File: config.mk
export PLATFORM = sky130hd
export DESIGN_NAME = shift_path_ctrl
export DESIGN_NICKNAME = d
export VERILOG_FILES = /design/src/rtl/edge_pkg.sv /design/src/rtl/shift_addr_gen.sv /design/src/rtl/shift_path_ctrl.sv
export SDC_FILE = /design/constraint.sdc
export NUM_CORES = 1
export LEC_CHECK = 0
export BUFFER_PORTS_ARGS = -buffer_cell sky130_fd_sc_hd__buf_4
export CELL_PAD_IN_SITES_DETAIL_PLACEMENT = 0
export CELL_PAD_IN_SITES_GLOBAL_PLACEMENT = 1
export CORE_MARGIN = 2
export CORE_UTILIZATION = 36
export DETAILED_ROUTE_END_ITERATION = 8
export GPL_TIMING_DRIVEN = 0
export PLACE_DENSITY_LB_ADDON = 0.2
export SLEW_MARGIN = 25
export SYNTH_ARGS = -nofsm -noshare
export SYNTH_HDL_FRONTEND = slang
export SYNTH_SLANG_ARGS = --single-unit
File: constraint.sdc
create_clock -name clk -period 3.02 [get_ports clk]
set_clock_uncertainty 0.2 [all_clocks]
set_input_delay 0.302 -clock clk [delete_from_list [all_inputs] [get_ports clk]]
set_output_delay 0.302 -clock clk [all_outputs]
set_load 0.01 [all_outputs]
File: src/rtl/edge_pkg.sv
// edge_pkg: shared types and constants for the edge-detector pipeline control.
//   ctrl_state_t : shift_path_ctrl FSM states
//   WORD_W       : image word width (4 pixels x 8 bits)
//   WIN_ROWS     : rows per Sobel window (one fetch lane per row)
//   WIN_COLS     : words per Sobel window row
package edge_pkg;

    localparam int WORD_W   = 32;
    localparam int WIN_ROWS = 3;
    localparam int WIN_COLS = 2;

    typedef enum logic [2:0] {
        IDLE,
        FETCH,
        FLUSH,
        WIN,
        DONE
    } ctrl_state_t;

endpackage

File: src/rtl/shift_addr_gen.sv
// shift_addr_gen: row-band / column / lane counters and word address for the frame walk.
//   clk, rst       : clock, synchronous active-high reset
//   clear          : zero all counters (frame start)
//   step_lane      : next lane (row r+k+1) of the current column
//   step_col       : next column, lane 0
//   step_row       : next row band, column 0, lane 0
//   mem_addr       : (r+k)*IMG_W_WORDS + c
//   row, col       : current r, c
//   last_lane/col/row : k, c, r at their final values
module shift_addr_gen
    import edge_pkg::*;
#(
    parameter int IMG_W_WORDS = 80,
    parameter int IMG_H       = 240,
    parameter int ADDR_W      = 16
) (
    input  logic              clk,
    input  logic              rst,
    input  logic              clear,
    input  logic              step_lane,
    input  logic              step_col,
    input  logic              step_row,
    output logic [ADDR_W-1:0] mem_addr,
    output logic [15:0]       row,
    output logic [15:0]       col,
    output logic              last_lane,
    output logic              last_col,
    output logic              last_row
);

    localparam logic [ADDR_W-1:0] STRIDE   = ADDR_W'(IMG_W_WORDS);
    localparam logic [15:0]       LAST_COL = 16'(IMG_W_WORDS - 1);
    localparam logic [15:0]       LAST_ROW = 16'(IMG_H - WIN_ROWS);
    localparam logic [1:0]        LAST_K   = 2'(WIN_ROWS - 1);

    logic [15:0]       r_d, r_q, c_d, c_q;
    logic [1:0]        k_d, k_q;
    logic [ADDR_W-1:0] addr_d, addr_q;
    // base_q tracks r*IMG_W_WORDS so addresses are formed by addition only
    logic [ADDR_W-1:0] base_d, base_q;

    always_comb begin
        r_d    = r_q;
        c_d    = c_q;
        k_d    = k_q;
        addr_d = addr_q;
        base_d = base_q;
        if (clear) begin
            r_d    = '0;
            c_d    = '0;
            k_d    = '0;
            addr_d = '0;
            base_d = '0;
        end else if (step_row) begin
            r_d    = r_q + 16'd1;
            c_d    = '0;
            k_d    = '0;
            base_d = base_q + STRIDE;
            addr_d = base_q + STRIDE;
        end else if (step_col) begin
            c_d    = c_q + 16'd1;
            k_d    = '0;
            addr_d = base_q + ADDR_W'(c_q + 16'd1);
        end else if (step_lane) begin
            k_d    = k_q + 2'd1;
            addr_d = addr_q + STRIDE;
        end
    end

    always_ff @(posedge clk) begin
        if (rst) begin
            r_q    <= '0;
            c_q    <= '0;
            k_q    <= '0;
            addr_q <= '0;
            base_q <= '0;
        end else begin
            r_q    <= r_d;
            c_q    <= c_d;
            k_q    <= k_d;
            addr_q <= addr_d;
            base_q <= base_d;
        end
    end

    assign mem_addr  = addr_q;
    assign row       = r_q;
    assign col       = c_q;
    assign last_lane = k_q == LAST_K;
    assign last_col  = c_q == LAST_COL;
    assign last_row  = r_q == LAST_ROW;

endmodule

File: src/rtl/shift_path_ctrl.sv
// shift_path_ctrl: sequences frame-memory reads into shift_data_path and flags complete 3x2 windows.
//   clk, rst              : clock, synchronous active-high reset
//   start / busy / done   : frame handshake (start sampled in IDLE, done one-cycle pulse)
//   mem_req/addr/ack/rdata: word read port, request held until ack
//   dp_write_en, dp_data  : datapath shift strobe and word, one cycle after each ack
//   win_valid, win_ack    : window handshake to the Sobel stage
//   win_row, win_col      : top row and right-hand word column of the current window
module shift_path_ctrl
    import edge_pkg::*;
#(
    parameter int IMG_W_WORDS = 80,
    parameter int IMG_H       = 240,
    parameter int ADDR_W      = 16
) (
    input  logic              clk,
    input  logic              rst,
    input  logic              start,
    output logic              busy,
    output logic              done,
    output logic              mem_req,
    output logic [ADDR_W-1:0] mem_addr,
    input  logic              mem_ack,
    input  logic [WORD_W-1:0] mem_rdata,
    output logic              dp_write_en,
    output logic [WORD_W-1:0] dp_data,
    output logic              win_valid,
    input  logic              win_ack,
    output logic [15:0]       win_row,
    output logic [15:0]       win_col
);

    if (IMG_W_WORDS < WIN_COLS) begin : g_bad_w
        $error("shift_path_ctrl: IMG_W_WORDS must be >= 2");
    end
    if (IMG_H < WIN_ROWS) begin : g_bad_h
        $error("shift_path_ctrl: IMG_H must be >= 3");
    end
    if (longint'(IMG_W_WORDS) * longint'(IMG_H) > (longint'(1) << ADDR_W)) begin : g_bad_a
        $error("shift_path_ctrl: frame does not fit in ADDR_W address bits");
    end

    ctrl_state_t       state_d, state_q;
    logic              dp_we_d, dp_we_q;
    logic [WORD_W-1:0] dp_data_d, dp_data_q;
    logic              clear, step_lane, step_col, step_row;
    logic              last_lane, last_col, last_row;
    logic [15:0]       row, col;

    shift_addr_gen #(
        .IMG_W_WORDS(IMG_W_WORDS),
        .IMG_H      (IMG_H),
        .ADDR_W     (ADDR_W)
    ) u_addr (
        .clk      (clk),
        .rst      (rst),
        .clear    (clear),
        .step_lane(step_lane),
        .step_col (step_col),
        .step_row (step_row),
        .mem_addr (mem_addr),
        .row      (row),
        .col      (col),
        .last_lane(last_lane),
        .last_col (last_col),
        .last_row (last_row)
    );

    always_comb begin
        state_d   = state_q;
        clear     = 1'b0;
        step_lane = 1'b0;
        step_col  = 1'b0;
        step_row  = 1'b0;
        dp_we_d   = 1'b0;
        dp_data_d = dp_data_q;
        unique case (state_q)
            IDLE: begin
                if (start) begin
                    clear   = 1'b1;
                    state_d = FETCH;
                end
            end
            FETCH: begin
                if (mem_ack) begin
                    dp_we_d   = 1'b1;
                    dp_data_d = mem_rdata;
                    if (last_lane) state_d = FLUSH;
                    else           step_lane = 1'b1;
                end
            end
            // The first column of a band only primes the datapath; no window yet.
            FLUSH: begin
                if (col == 16'd0) begin
                    step_col = 1'b1;
                    state_d  = FETCH;
                end else begin
                    state_d = WIN;
                end
            end
            WIN: begin
                if (win_ack) begin
                    if (!last_col) begin
                        step_col = 1'b1;
                        state_d  = FETCH;
                    end else if (!last_row) begin
                        step_row = 1'b1;
                        state_d  = FETCH;
                    end else begin
                        state_d = DONE;
                    end
                end
            end
            DONE:    state_d = IDLE;
            default: state_d = IDLE;
        endcase
    end

    always_ff @(posedge clk) begin
        if (rst) begin
            state_q   <= IDLE;
            dp_we_q   <= 1'b0;
            dp_data_q <= '0;
        end else begin
            state_q   <= state_d;
            dp_we_q   <= dp_we_d;
            dp_data_q <= dp_data_d;
        end
    end

    assign busy        = state_q != IDLE;
    assign done        = state_q == DONE;
    assign mem_req     = state_q == FETCH;
    assign win_valid   = state_q == WIN;
    assign dp_write_en = dp_we_q;
    assign dp_data     = dp_data_q;
    assign win_row     = row;
    assign win_col     = col;

endmodule

==> results of run 1 <==
==> logic make-up after synthesis <==
logic type | Yosys count | share of synthesized area [%]
simple gates | 269 | 24.8
xor+xnor | 75 | 12.6
compound gates | 129 | 15.2
mux | 2 | 0.407
flops | 98 | 37.5
fa+ha+maj | 22 | 5.41
buf+inv | 49 | 4.12
==> worst min-delay path, stage by stage <==
cell and delay (ns):
buf_4 0.11, nand2_1 0.04, a21oi_1 0.05
==> area by class of cell <==
cell class | instances | area, µm² | area share, %
Buffer | 35 | 173 | 2.40
Clock buffer | 9 | 225 | 3.13
Clock inverter | 7 | 98.8 | 1.37
Inverter | 14 | 52.6 | 0.729
Multi-Input combinational cell | 497 | 3220 | 44.7
Sequential cell | 98 | 1980 | 27.5
Tap cell | 184 | 230 | 3.20
Timing Repair Buffer | 155 | 1220 | 17.0
==> synth_stat cells, types with 3 or more instances <==
library cell,n,area share (%)
nand2_1,111,8.0
dfxtp_1,98,38
a21oi_1,65,6.2
nor2_1,58,4.2
xor2_1,39,6.5
xnor2_1,36,6.0
clkbuf_1,22,1.6
ha_1,21,5.0
o21ai_0,21,2.0
nand3_1,20,1.9
inv_1,14,1.0
nand4_1,14,1.7
nor3_1,10,0.96
or3_1,10,1.2
nor4_1,9,1.1
a21o_1,6,0.86
a31oi_1,6,0.72
and3_1,5,0.60
a211oi_1,4,0.57
buf_1,4,0.29
buf_2,4,0.38
a221oi_1,3,0.50
and2_1,3,0.36
buf_4,3,0.43
nor3b_1,3,0.43
o211ai_1,3,0.43
or4_1,3,0.43
or4_4,3,0.65
==> registers in the layout, summed over array words and instances, names as in the netlist <==
| register | cells |
|---|---|
| dp_data | 32 |
| u_addr.col | 16 |
| u_addr.mem_addr | 16 |
| u_addr.row | 16 |
| u_addr.base_q | 12 |
| state_q | 3 |
| u_addr.k_q | 2 |
| dp_write_en | 1 |
==> per-stage QoR <==
step | power (mW) | instance area [µm²]
after detailed placement | 1.70 | 6390
after global routing | 3.11 | 7200
after CTS | 3.01 | 7030
after global placement | 1.70 | 6390
after floorplan | 1.55 | 5260
final | 2.98 | 7200
==> layer usage <==
layer / wire (µm) / GRT usage, % / share of wire [%]
met5: 0 / 0 / 0
met4: 293 / 6.87 / 1.9
met3: 930 / 4.60 / 5.9
met2: 7260 / 32.0 / 46
met1: 7340 / 27.5 / 46
==> final timing paths <==
| check | slack (ns) | to | from |
|---|---|---|---|
| max | 0.08 | u_addr.mem_addr[15] | u_addr.col[1] |
| min | 0.006 | dp_data[6] | mem_rdata[6] |
| max reg2reg | 0.08 | u_addr.mem_addr[15] | u_addr.col[1] |
| min reg2reg | 0.26 | dp_data[28] | dp_data[28] |
==> what timing repair did <==
item	4_1_cts	5_1_grt
pin swaps	6	13
setup buffers	1	10
gates cloned	0	0
resized for setup	18	24
hold buffers	24	0
endpoints found under the setup margin	26	6
hold endpoints to repair	24	0
==> power groups by stage <==
stage | combinational (mW) | clock [mW] | sequential (mW)
2_1_floorplan | 0.158 | 0 | 1.39
3_3_place_gp | 0.315 | 0 | 1.38
3_5_place_dp | 0.319 | 0 | 1.38
4_1_cts | 0.347 | 1.31 | 1.35
5_1_grt | 0.383 | 1.37 | 1.36
6_report | 0.351 | 1.27 | 1.35
==> results by group, run 1 <==
Timing
  • Slew Limit Fails: 0
  • # setup viols final: 0
  • Setup TNS Final: 0 ns
  • Achievable frequency: 0.341 GHz
  • Final Critical Period: 2.94 ns
  • Fin worst setup slack: 0.0847 ns
  • Worst-Margin Slew: 0.981 ns
  • Fin. Hold Viols: 0
  • RSZ-0062 raised after global routing: true
  • Crit share post-route: 97.2%
  • Slew headroom: 34.6%
  • WHS: 0.00581 ns

Power and ir drop
  • Sw Share: 25.4%
  • Pwr Density: 413 nW/µm²
  • Net load switching power: 0.757 mW
  • Power share of the sequential group: 45.4%
  • Int Pwr: 2.22 mW
  • Clk pwr share: 42.8%
  • Comb pwr share: 11.8%
  • Maximum VDD drop: 249 µV
  • Leak: 3.00 nW

Critical path
  • CP Depth: 13
  • WP data required: 3.04 ns
  • Critical path type: reg2reg
  • Max incr delay on CP: 0.39 ns
  • Worst Path Arrival: 2.95 ns
  • Worst setup EP type: flop
  • Crit path cell chain: ha_4 -> nand3_4 -> nor3_4 -> and3_4 -> nand3_4 -> xnor2_2 -> ha_1 -> nand3_1 -> a21oi_1 -> a2111oi_2 -> a21oi_1 -> xnor2_1 -> a211oi_2
  • Critical path's top delay family: simple AND/OR/NAND/NOR gates
  • Buf+Inv Stages, Crit Path: 0
  • Crit Path Max Fanout: 6
  • Worst R2R Path Depth: 13
  • CP max stage cell: dfxtp_4
  • Startpoint Class: flop

Placed design
  • DP HPWL: 11400 µm
  • Post-Place Worst Slack: -0.364 ns
  • PortBufs: 120
  • Gpl congestion: 0.905
  • # placed instances: 948

Clock network
  • CTS tree: yes
  • Clock Tree Buf Depth: 2
  • H-tree depth reported by CTS: 3
  • Clock slew at reported path FFs: 0.07 ns
  • CTS buffer count: 9
  • Clk sinks: 98
  • Clock Tree Root: clkbuf_16
  • Clk Latency, worst-skew pair: 0.35 ns

Floorplan
  • Overall die width: 125 µm
  • Initial Utilization: 36.4%
  • Die area: 15500 µm²
  • Rows: 44
  • Die Y: 125 µm
  • Core Area: 14400 µm²
  • Ports: 122

Global routing
  • Number of global-route vias before repair: 4941
  • Global route overflow: 0
  • Initial antenna violation count: 0
  • Gr usage total: 20.3%
  • Global-route wire length before repair: 25700 µm
  • Largest net degree at the start of global routing: 18

Synth
  • Top FF cell, synth: dfxtp_1
  • YS warnings: 0
  • Mapped Area: 5230 µm²
  • Mapped Cells: 644
  • Seq cells post-synth: 98
  • Async set-or-reset flop fraction in the synthesized netlist: 0%
  • Number of synthesized flops with an enable pin: 0
  • Post-synthesis cell type count: 62
  • Post-synth net total: 703
  • Register area share after synthesis: 37.5%
  • Mean area per synthesized cell: 8.12 µm²

Status
  • Run status: finished clean

Layout
  • Fin nets: 869
  • Post-Layout Cell Count: 999
  • Share of cells above drive strength 1: 24.5%
  • Antenna Cells: 0
  • Most common cell after layout, fill and taps aside: buf_4
  • # fillers: 1397
  • Most frequent cells in the layout: buf_4 (134), nand2_1 (111), dfxtp_1 (89), a21oi_1 (64), nor2_1 (56)
  • Area grow syn2layout: 37.8%
  • Final core occ: 50.1%

Job
  • Max-cap viol count: 0

Routing
  • Post-Route WL: 15800 µm
  • Post-DRT Antenna Nets: 0
  • DRC errors left: 0
  • DRT Pass-1 Iters: 6
  • Drt wl/cell: 15.8 µm
  • Drt initial violations: 237
  • Via density: 5.20
  • Via Count: 5198

Min path
  • HP Class: in2reg
  • Worst Hold Depth: 3
Note: power is estimated with default switching activity, not from simulation.
==> run 2, diff against run 1 <==
--- a/config.mk
+++ b/config.mk
@@ -5,7 +5,7 @@
 export SDC_FILE = /design/constraint.sdc
 export NUM_CORES = 1
 export LEC_CHECK = 0
-export BUFFER_PORTS_ARGS = -buffer_cell sky130_fd_sc_hd__buf_4
+export BUFFER_PORTS_ARGS = -buffer_cell sky130_fd_sc_hd__buf_2
 export CELL_PAD_IN_SITES_DETAIL_PLACEMENT = 0
 export CELL_PAD_IN_SITES_GLOBAL_PLACEMENT = 1
 export CORE_MARGIN = 2
==> results by group, run 2 (synthesis gave the netlist of run 1 again) <==
Min path
  • Hold_sp: mem_rdata[31]
  • Worst Hold Depth: 3 (unchanged)
  • HP Class: in2reg

Global routing
  • Number of global-route vias before repair: 4894 (-0.95%)
  • Gr usage total: 19.8% (-0.51 points)
  • Initial antenna violation count: 0 (unchanged)
  • Largest net degree at the start of global routing: 18 (unchanged)
  • Global-route wire length before repair: 25100 µm (-2.7%)
  • Global route overflow: 0 (unchanged)

Floorplan
  • Overall die width: 125 µm (unchanged)
  • Core Area: 14400 µm² (unchanged)
  • Ports: 122 (unchanged)
  • Die area: 15500 µm² (unchanged)
  • Initial Utilization: 36.4% (unchanged)
  • Rows: 44 (unchanged)
  • Die Y: 125 µm (unchanged)

Job
  • Max-cap viol count: 0 (unchanged)

Status
  • Run status: finished clean

Layout
  • Multi-input gate area: 3230 µm² (+0.27%)
  • Final Instance Area: 6940 µm² (-3.6%)
  • Max reg flops: 32 (unchanged)
  • Most frequent cells in the layout: buf_2 (126), nand2_1 (111), dfxtp_1 (90), a21oi_1 (64), nor2_1 (56)
  • Antenna Cells: 0 (unchanged)
  • Most common cell after layout, fill and taps aside: buf_2
  • Area grow syn2layout: 32.8%
  • Share of cells above drive strength 1: 24.1% (-0.40 points)
  • # fillers: 1399 (+0.14%)
  • Register area: 1980 µm² (about the same)
  • Fin nets: 870 (+0.12%)

Critical path
  • Critical path's top delay family: simple AND/OR/NAND/NOR gates
  • Crit path from: u_addr.col[0]
  • Critical path type: reg2reg
  • Crit Path Max Fanout: 6 (unchanged)
  • Startpoint Class: flop
  • CP max stage cell: dfxtp_4
  • Buf+Inv Stages, Crit Path: 0 (unchanged)
  • R2r startpoint: u_addr.col[0]
  • Max incr delay on CP: 0.39 ns (about the same)
  • Worst R2R Path Depth: 13 (unchanged)
  • WP data required: 3.04 ns (about the same)
  • Worst setup EP type: flop
  • Worst Path Arrival: 3.00 ns (+0.05 ns)
  • Crit path cell chain: ha_4 -> nand3_4 -> nor3_4 -> and3_4 -> nand3_2 -> xnor2_2 -> ha_4 -> nand3_1 -> a21oi_1 -> a2111oi_2 -> a21oi_1 -> xnor2_1 -> a211oi_2
  • CP Depth: 13 (unchanged)

Clock network
  • CTS tree: yes
  • H-tree depth reported by CTS: 3 (unchanged)
  • Clk sinks: 98 (unchanged)
  • Clk Latency, worst-skew pair: 0.35 ns (about the same)
  • Clock Tree Buf Depth: 2 (unchanged)
  • Clock Tree Root: clkbuf_16
  • Clock slew at reported path FFs: 0.07 ns (about the same)
  • CTS buffer count: 9 (unchanged)

Timing
  • # setup viols final: 0 (unchanged)
  • Crit share post-route: 98.7% (+1.5 points)
  • Fin. Hold Viols: 0 (unchanged)
  • Final Critical Period: 2.98 ns (+0.0462 ns)
  • Achievable frequency: 0.335 GHz (-1.5%)
  • Worst-Margin Slew: 0.959 ns (-0.0229 ns)
  • Slew Limit Fails: 0 (unchanged)
  • Fin worst setup slack: 0.0385 ns (-0.0462 ns)
  • Setup TNS Final: 0 ns (unchanged)
  • RSZ-0062 raised after global routing: true
  • Slew headroom: 36.1% (+1.5 points)

Routing
  • Drt initial violations: 300 (+27%)
  • Via density: 5.15 (-0.95%)
  • Post-Route WL: 15500 µm (-1.9%)
  • Post-DRT Antenna Nets: 0 (unchanged)
  • DRT Pass-1 Iters: 5 (-1)
  • Drt wl/cell: 15.5 µm (-2.0%)
  • Via Count: 5154 (-0.85%)
  • DRC errors left: 0 (unchanged)

Power and ir drop
  • Maximum VDD drop: 282 µV (+13%)
  • Leak: 2.98 nW (-0.82%)
  • Pwr Density: 428 nW/µm² (+3.6%)

Placed design
  • Placed cell area: 6090 µm² (-4.7%)
  • Post-Place Worst Slack: -0.368 ns (-0.00414 ns)
  • PortBufs: 120 (unchanged)
  • DP HPWL: 11300 µm (-1.1%)
  • Gpl congestion: 0.904 (about the same)
==> run 2: changes by cell type in the layout (fill, tap and decap cells not counted), moves of 2 or more <==
cell,delta
buf_4,-125
buf_2,+120
dlygate4sd3_1,+6
dfxtp_2,-2
nand3_2,+2
==> run 2: routing by layer <==
layer | part of all wire, % | up-vias | global-route usage [%]
met1 | 47 | 2384 | 27.0
met4 | 1.5 | 0 | 6.01
met3 | 6.2 | 17 | 3.99
met5 | 0 | - | 0
met2 | 45 | 169 | 31.6
li1 | - | 2584 | -
==> run 2: worst paths after layout <==
path / end / slack [ns]
max: u_addr.mem_addr[15] / 0.04
min: dp_data[31] / 0.009
max reg2reg: u_addr.mem_addr[15] / 0.04
min reg2reg: dp_data[12] / 0.25
==> run 2: area by class of cell <==
class / count / area share, %
Buffer: 35 / 2.43
Clock buffer: 10 / 3.44
Clock inverter: 6 / 1.37
Sequential cell: 98 / 28.5
Timing Repair Buffer: 156 / 13.6
Inverter: 14 / 0.757
Multi-Input combinational cell: 497 / 46.5
Tap cell: 184 / 3.32
==> run 2: power breakdown <==
part           total, mW  switching, mW  internal, mW
Clock               1.30          0.541         0.760
Combinational      0.321          0.187         0.134
Sequential          1.35         0.0252          1.32
==> run 2: repair_timing <==
item	CTS	global route
hold endpoints to repair	30	0
hold buffers	30	0
setup endpoints to repair	25	41
cloned	0	0
resized for setup	15	28
buffers inserted	1	5
pin swaps	6	7
==> run 2: metrics by stage <==
step                      util (%)  std cells  power (mW)  hold slack [ns]
after CTS                     47.2        995        3.01         0.000577
after global routing          48.3       1000        3.10           0.0301
after global placement        42.4        948        1.66            0.239
after floorplan                  -        644        1.55            0.238
final                         48.3       1000        2.97          0.00900
after detailed placement      42.4        948        1.67            0.247
==> run 2: worst reg2reg max path: stages, from the launching register on <==
cell and delay [ns]:
dfxtp_4 0.39, ha_4 0.18, nand3_4 0.11, nor3_4 0.18
and3_4 0.25, nand3_2 0.12, xnor2_2 0.23, ha_4 0.25
nand3_1 0.08, a21oi_1 0.07, a2111oi_2 0.37, a21oi_1 0.09
xnor2_1 0.24, a211oi_2 0.10
==> run 3, diff against run 2 <==
--- a/config.mk
+++ b/config.mk
@@ -8,11 +8,12 @@
 export BUFFER_PORTS_ARGS = -buffer_cell sky130_fd_sc_hd__buf_2
 export CELL_PAD_IN_SITES_DETAIL_PLACEMENT = 0
 export CELL_PAD_IN_SITES_GLOBAL_PLACEMENT = 1
-export CORE_MARGIN = 2
 export CORE_UTILIZATION = 36
+export CTS_CLUSTER_DIAMETER = 30
 export DETAILED_ROUTE_END_ITERATION = 8
 export GPL_TIMING_DRIVEN = 0
 export PLACE_DENSITY_LB_ADDON = 0.2
+export SETUP_SLACK_MARGIN = 0.1
 export SLEW_MARGIN = 25
 export SYNTH_ARGS = -nofsm -noshare
 export SYNTH_HDL_FRONTEND = slang
==> results by group, run 3 (synthesis gave the netlist of run 1 again) <==
Floorplan
  • Die area: 15000 µm² (-3.2%)
  • Rows: 43 (-2.3%)
  • Die Y: 123 µm (-1.6%)
  • Ports: 122 (unchanged)
  • Core Area: 14000 µm² (-2.3%)
  • Initial Utilization: 37.2% (+0.85 points)
  • Overall die width: 123 µm (-1.6%)

Global routing
  • Gr usage total: 20.9% (+1.0 points)
  • Global-route wire length before repair: 24300 µm (-3.1%)
  • Initial antenna violation count: 0 (unchanged)
  • Number of global-route vias before repair: 4777 (-2.4%)
  • Largest net degree at the start of global routing: 19 (+1)
  • Global route overflow: 0 (unchanged)

Timing
  • Worst-Margin Slew: 1.04 ns (+0.0815 ns)
  • Achievable frequency: 0.344 GHz (+2.6%)
  • Setup TNS Final: 0 ns (unchanged)
  • Slew Limit Fails: 0 (unchanged)
  • Slew headroom: 30.7% (-5.4 points)
  • RSZ-0062 raised after global routing: true
  • Final Critical Period: 2.90 ns (-0.0768 ns)
  • Fin. Hold Viols: 0 (unchanged)
  • # setup viols final: 0 (unchanged)
  • Crit share post-route: 96.2% (-2.5 points)

Placed design
  • PortBufs: 120 (unchanged)
  • DP HPWL: 11100 µm (-1.5%)
  • # placed instances: 944 (-0.42%)
  • Gpl congestion: 0.911 (+0.76%)
  • Placed cell area: 6100 µm² (+0.16%)

Power and ir drop
  • Pwr Density: 399 nW/µm² (-6.7%)
  • Power share of the sequential group: 47.7% (+2.3 points)
  • Sw Share: 27.7% (+2.3 points)
  • Int Pwr: 2.04 mW (-7.9%)
  • Clk pwr share: 40.5% (-3.3 points)
  • Leak: 3.02 nW (+1.5%)
  • Net load switching power: 0.781 mW (+3.8%)
  • Maximum VDD drop: 304 µV (+7.5%)
  • Comb pwr share: 11.7% (+0.9 points)

Layout
  • Area grow syn2layout: 35.2%
  • Fin nets: 880 (+1.1%)
  • Most common cell after layout, fill and taps aside: buf_2
  • Antenna Cells: 0 (unchanged)
  • Final Instance Area: 7070 µm² (+1.8%)
  • Post-Layout Cell Count: 1006 (+0.60%)
  • Share of cells above drive strength 1: 26.4% (+2.3 points)
  • Max reg flops: 32 (unchanged)
  • Most frequent cells in the layout: buf_2 (125), nand2_1 (111), dfxtp_1 (89), a21oi_1 (63), nor2_1 (55)

Min path
  • HP Class: in2reg

Critical path
  • Worst Path Arrival: 2.92 ns (-0.08 ns)
  • Startpoint Class: flop
  • Critical path type: reg2reg
  • Crit Path Max Fanout: 4 (-2)
  • Worst setup EP type: flop
  • WP data required: 3.04 ns (about the same)

Routing
  • DRT Pass-1 Iters: 5 (unchanged)
  • Via density: 5.16 (about the same)
  • Post-Route WL: 15700 µm (+1.4%)
  • Drt wl/cell: 15.6 µm (+0.78%)
  • DRC errors left: 0 (unchanged)
  • Post-DRT Antenna Nets: 0 (unchanged)
  • Via Count: 5190 (+0.70%)
  • Drt initial violations: 277 (-7.7%)

Clock network
  • Clk sinks: 98 (unchanged)
  • CTS buffer count: 9 (unchanged)
  • Clock Tree Root: clkbuf_16
  • CTS tree: yes
  • Clock slew at reported path FFs: 0.08 ns (about the same)
  • Clk Latency, worst-skew pair: 0.35 ns (about the same)
  • H-tree depth reported by CTS: 3 (unchanged)
  • Clock Tree Buf Depth: 2 (unchanged)

Job
  • Max-cap viol count: 0 (unchanged)

Status
  • Run status: finished clean
## run 3: cell count changes in the layout (fill, tap and decap cells not counted), sizes merged
cell         delta
clkinv          +1
clkbuf          -2
dlygate4sd3     -1
clkinvlp        +1
inv             +1
bufinv          -2
buf            +12
## run 3: power by group through the flow
stage                     logic (mW)  clock network [mW]  registers [mW]
after floorplan                0.158                   0            1.39
after global placement         0.286                   0            1.38
after detailed placement       0.288                   0            1.38
after CTS                      0.324                1.18            1.35
after global routing           0.364                1.24            1.35
final                          0.331                1.14            1.35
## run 3: area by class of cell
class / count / area (µm²)
Fill cell: 1377 / 6970
Multi-Input combinational cell: 497 / 3310
Sequential cell: 98 / 1980
Timing Repair Buffer: 166 / 1020
Clock buffer: 9 / 225
Tap cell: 180 / 225
Buffer: 35 / 190
Clock inverter: 7 / 61.3
Inverter: 14 / 52.6
## run 3: metal layers
layer | vias up | global-route usage, % | share of wire [%]
met4 | 0 | 7.09 | 1.7
met2 | 156 | 33.6 | 45
met3 | 23 | 3.86 | 5.9
li1 | 2599 | - | -
met5 | - | 0 | 0
met1 | 2412 | 27.8 | 47
## run 3: timing repair
item	CTS	global route
pin swaps	9	20
hold buffers	29	0
endpoints found under the hold margin	29	0
gates cloned	0	0
buffers inserted	8	9
gates resized for setup	29	30
endpoints found under the setup margin	39	27
## run 3: critical path, stage by stage (launching register included)
cell and delay (ns):
dfxtp_4 0.37, buf_6 0.10, nand4_1 0.20, nor4_4 0.33, nand2_1 0.10, xnor2_1 0.14, ha_1 0.36, a21o_1 0.18
a21o_1 0.17, a2111oi_2 0.21, a21oi_1 0.09, xnor2_1 0.22, a211oi_2 0.09
## run 3: stage by stage
stage	util, %	power (mW)	worst slack (ns)	hold slack [ns]
floorplan	-	1.55	0.108	0.238
global placement	43.4	1.67	-0.265	0.239
detailed placement	43.4	1.67	-0.319	0.244
CTS	48.8	2.85	0.0222	0.00691
global route	50.3	2.95	-0.0273	0.00995
finish	50.3	2.82	0.115	0.00699
## run 3: final timing paths
check,startpoint,end,slack (ns),depth (start not counted)
max,u_addr.col[0],u_addr.mem_addr[15],0.12,12
min,mem_rdata[4],dp_data[4],0.007,3
max reg2reg,u_addr.col[0],u_addr.mem_addr[15],0.12,12
min reg2reg,dp_data[26],dp_data[26],0.25,2
